[config.mk]
export PLATFORM = sky130hd
export DESIGN_NAME = input_handshake_controller
export DESIGN_NICKNAME = d
export VERILOG_FILES = /design/src/rtl/input_handshake_controller.sv
export SDC_FILE = /design/constraint.sdc
export NUM_CORES = 1
export LEC_CHECK = 0
export CORE_AREA = 2 2 75 59
export CTS_CLUSTER_SIZE = 30
export DETAILED_ROUTE_END_ITERATION = 8
export DIE_AREA = 0 0 77 61
export GPL_TIMING_DRIVEN = 0
export HOLD_SLACK_MARGIN = 0.15
export PLACE_DENSITY = 0.86
export SYNTH_ARGS = -nofsm -noshare
export SYNTH_HDL_FRONTEND = slang
export SYNTH_SLANG_ARGS = --single-unit
[constraint.sdc]
create_clock -name clk -period 4.7 [get_ports clk]
set_input_delay 0.47 -clock clk [delete_from_list [all_inputs] [get_ports clk]]
set_output_delay 0.47 -clock clk [all_outputs]
set_load 0.02 [all_outputs]
[src/rtl/input_handshake_controller.sv]
// Operator input handshake: stalls the core on isInsert until a debounced
// press/release of the confirm button, capturing the switches on the press.
module input_handshake_controller #(
  parameter int DATA_W          = 16,
  parameter int DEBOUNCE_CYCLES = 50000,
  parameter int BTN_ACTIVE_LOW  = 1,
  parameter int SIGN_EXT        = 0
) (
  input  logic              clk,
  input  logic              rst,
  input  logic              isInsert,
  input  logic [DATA_W-1:0] switches,
  input  logic              confirmBtn,
  output logic [31:0]       inputData,
  output logic              stall,
  output logic              release_pulse,
  output logic              waitingLed,
  output logic [2:0]        state
);

  typedef enum logic [2:0] {
    IDLE         = 3'd0,
    WAIT_PRESS   = 3'd1,
    WAIT_RELEASE = 3'd2,
    DONE         = 3'd3,
    HOLDOFF      = 3'd4
  } st_t;

  localparam int CW = $clog2(DEBOUNCE_CYCLES + 1);
  localparam logic [CW-1:0] LAST = CW'(DEBOUNCE_CYCLES - 1);
  localparam logic RAW_IDLE = (BTN_ACTIVE_LOW != 0);

  logic          sync1, sync2;
  logic          btn_s, btn_db;
  logic [CW-1:0] cnt;
  logic          db_flip, db_rise, db_fall;

  st_t         st_q, st_d;
  logic        pre_q, pre_d;
  logic [31:0] data_q, data_d;
  logic [31:0] sw_ext;

  always_ff @(posedge clk or negedge rst) begin
    if (!rst) begin
      sync1 <= RAW_IDLE;
      sync2 <= RAW_IDLE;
    end else begin
      sync1 <= confirmBtn;
      sync2 <= sync1;
    end
  end

  assign btn_s   = sync2 ^ RAW_IDLE;
  assign db_flip = (btn_s != btn_db) && (cnt == LAST);
  assign db_rise = db_flip & btn_s;
  assign db_fall = db_flip & ~btn_s;

  // Counter only grows while the sample differs and clears on the flip,
  // so it never passes LAST.
  always_ff @(posedge clk or negedge rst) begin
    if (!rst) begin
      cnt    <= '0;
      btn_db <= 1'b0;
    end else if (btn_s == btn_db) begin
      cnt <= '0;
    end else if (db_flip) begin
      cnt    <= '0;
      btn_db <= btn_s;
    end else begin
      cnt <= cnt + CW'(1);
    end
  end

  assign sw_ext = (SIGN_EXT != 0) ? 32'($signed(switches))
                                  : 32'(switches);

  always_ff @(posedge clk or negedge rst) begin
    if (!rst) begin
      st_q   <= IDLE;
      pre_q  <= 1'b0;
      data_q <= '0;
    end else begin
      st_q   <= st_d;
      pre_q  <= pre_d;
      data_q <= data_d;
    end
  end

  // pre_q marks a button already held at request time; it must be
  // seen released before a press can be accepted.
  always_comb begin
    st_d   = st_q;
    pre_d  = pre_q;
    data_d = data_q;
    case (st_q)
      IDLE: begin
        if (isInsert) begin
          st_d  = WAIT_PRESS;
          pre_d = btn_db;
        end
      end
      WAIT_PRESS: begin
        if (!isInsert) begin
          st_d = IDLE;
        end else if (pre_q) begin
          if (!btn_db) pre_d = 1'b0;
        end else if (db_rise) begin
          data_d = sw_ext;
          st_d   = WAIT_RELEASE;
        end
      end
      WAIT_RELEASE: begin
        if (!isInsert) st_d = IDLE;
        else if (db_fall) st_d = DONE;
      end
      DONE:    st_d = HOLDOFF;
      HOLDOFF: st_d = IDLE;
      default: st_d = IDLE;
    endcase
  end

  assign state         = st_q;
  assign inputData     = data_q;
  assign stall         = (st_q == WAIT_PRESS) ||
                         (st_q == WAIT_RELEASE) ||
                         (st_q == DONE);
  assign release_pulse = (st_q == DONE);
  assign waitingLed    = stall;

endmodule

==> qor.json <==
{
  "post_cts.repair.setup_buffers": 0,
  "status": "complete, no violations",
  "grt_pass1_wl_um": 5630,
  "finalClockSkew_ps": 1.69,
  "wl_per_cell_um": 11.7,
  "syn_avg_cell_area_um2": 11.4,
  "floorplan.die_area_mm2": 0.00470,
  "maxSlewViolCount": 0,
  "report.final.setup_viol": 0,
  "postCtsResizedCells": 0,
  "finalPower_mw": 0.683,
  "placed_area_mm2": 0.00234,
  "reg2regPathDepth": 6,
  "synth-compound-area-share": 0.0255,
  "die_h_um": 61,
  "critical_path.max_fanout": 10,
  "final.min_clock_period_ps": 2940,
  "fillCellCount": 340,
  "clk-insertion-delay-late_ps": 280,
  "criticalPathCategory": "flop to flop",
  "ctsRootBufferMaster": "clkbuf_8",
  "cts_made_buffers": 5,
  "post-synth-top-count-cell": "dfrtp_1",
  "setup_repair_after_global_routing_missed_its_margin": "no",
  "residual_drc": 0,
  "worst_pin_slew_ps": 817,
  "globalplace.congestion": 0.836,
  "synth_xor_area_frac": 0.0628,
  "syn_inst": 159,
  "initial_utilization": 0.459,
  "power.density_cell_area_mw_per_mm2": 278,
  "area_growth_pct": 35.7,
  "vdd.ir_drop.worst_mv": 0.166,
  "final_area_mm2": 0.00246,
  "port-buffer-count": 41,
  "routed_wl_um": 3240,
  "final-hold-violation-count": 0,
  "grt_antenna_before_repair": 0,
  "grt_use_total": 0.155,
  "worstSetupStartpointType": "flop",
  "clock_tree.htree_level_count": 2,
  "post_route_fraction_of_the_period_consumed_by_the_critical_path": 0.625,
  "antennaDiodeCount": 0,
  "ant_nets": 0,
  "synth_area_leader_cell": "dfrtp_1",
  "yosys_register_bits": 39,
  "yosysSeqAreaShare": 0.539,
  "cellLeakagePower_nw": 1.11,
  "clock_tree_from_tritoncts": "built",
  "classification_of_the_worst_slack_hold_path": "primary input to async pin",
  "maximum_number_of_pins_on_one_net_before_global_route_repair": 40,
  "synth_ff_type": "dfrtp_1",
  "simple_logic_cell_fraction_of_the_synthesized_area": 0.174,
  "worst_ep_required_time_ps": 4870,
  "cts_buffer_depth": 2,
  "drt_iter0_drcs": 65,
  "vias": 1320,
  "synth_largest_type_area_fraction": 0.510,
  "async_s_r_ff_share_synth": 1.00,
  "crit_arrival_ps": 3110,
  "num_rows": 20,
  "hpwlAfterDp_um": 2430,
  "max_clock_freq_ghz": 0.341,
  "gr-total-overflow": 0,
  "totalNegativeSetupSlack_ps": 0,
  "synth-adder-area-share": 0.00690,
  "number_of_flops_mapped_to_enable_cells_by_yosys": 0,
  "synth.distinct_cells": 34,
  "cts-hold-fix-buffers": 0,
  "timing.slew.headroom": 0.455,
  "post_synth_instance_area_mm2": 0.00181,
  "synth_top_family_by_area": "simple AND/OR/NAND/NOR gates",
  "clock_sinks": 39,
  "max_cap_violations": 0,
  "synth-warning-count": 0,
  "cts.clk_slew.worst_paths_ps": 70,
  "ios": 58,
  "synth_top_cells_by_area": "dfrtp_1 51%, mux2_2 9.9%, buf_4 7.0%",
  "worstSetupEndpointType": "flop",
  "placeableCoreArea_mm2": 0.00395,
  "drt_pass1_iterations": 4,
  "finalNetCount": 243,
  "first_global_vias": 1227,
  "via_per_inst": 4.75,
  "drive_gt1_frac": 0.229,
  "muxShareOfSynthArea": 0.0993,
  "die_width_um": 77,
  "synth_commonest_cells": "37 x dfrtp_1, 19 x nor2_1, 17 x buf_4"
}
==> final timing paths <==
path	startpoint	end	slack [ps]
min in group clk	sync1$_DFF_PN1_	sync2$_DFF_PN1_	360
worst max-delay path	cnt[10]$_DFF_PN0_	inputData[9]$_DFFE_PN0P_	1760
worst max register to register	cnt[10]$_DFF_PN0_	inputData[9]$_DFFE_PN0P_	1760
max in group asynchronous	rst	inputData[3]$_DFFE_PN0P_	3910
worst min-delay path	rst	inputData[15]$_DFFE_PN0P_	270
worst min register to register	sync1$_DFF_PN1_	sync2$_DFF_PN1_	360
==> registers in the layout (all words and copies together), names as in the netlist <==
name and flops:
state 3, cnt 16, sync2 1, inputData 16, btn_db 1, sync1 1
pre_q 1
==> critical path, cell delays in order, from the launching register on <==
cell,delay [ps]
dfrtp_1,430
or4b_1,550
or4_1,520
clkbuf_2,190
nor4b_4,560
buf_6,230
mux2_2,340
==> placed cells by master (no fill, tap or decap), drive strengths merged <==
cell type       n
dfrtp          37
nor2           19
or4             2
mux2           16
and3            1
nand4           2
a221oi          1
clkbuf          9
conb           16
o31ai           1
or2             2
nor3b           1
o32a            1
nor4b           2
nor4            3
bufinv          1
clkinv          1
nand3           6
o21ai           2
nand2b          1
nand2           9
dfstp           2
xnor2          11
buf            19
nor3            4
or4b            2
inv             3
a21oi           2
clkdlybuf4s50  40
ha              1
or3             3
nand4b          1
xor2            2
==> kinds of logic (layout without fill, tap and decap cells) <==
kind of cell               Yosys count  in the layout
and+or+nand+nor                     58             58
DFF                                 39             39
buffers and inverters               24             73
muxes                               16             16
xor gates and xnor gates            13             13
AOI/OAI and AO/OA                    7              7
adders and majority gates            1              1
other                                1             16
==> routing by layer <==
layer	GRT usage	vias to the layer above	routed length, um
li1	-	638	-
met1	0.197	641	1470
met2	0.262	38	1590
met3	0.0387	3	151
met4	0.0689	0	28
met5	0	-	0
==> through the flow <==
step           hold slack [ps]  utilization  setup slack, ps  std cells
2_1_floorplan              174            -             2030        174
3_3_place_gp               347        0.594             1770        270
3_5_place_dp               355        0.593             1750        270
4_1_cts                    313        0.623             1730        278
5_1_grt                    343        0.623             1630        278
6_report                   275        0.623             1760        278
==> layout make-up <==
class / instances / area (um2) / share of cell area
timing repair buffer: 41 / 405 / 0.165
sequential: 39 / 978 / 0.397
clock buffer: 6 / 82.6 / 0.0335
clock inverter: 2 / 35.0 / 0.0142
buffer: 21 / 151 / 0.0615
inverter: 3 / 11.3 / 0.00457
multi-input combinational: 111 / 729 / 0.296
tap: 55 / 68.8 / 0.0279
==> power by group <==
group	internal [mW]	switching (mW)	total, mW
logic	0.0291	0.0289	0.0580
clock network	0.172	0.110	0.281
registers	0.340	0.00394	0.344
total	0.541	0.143	0.683
No activity file was read; power rests on OpenSTA's default activity.
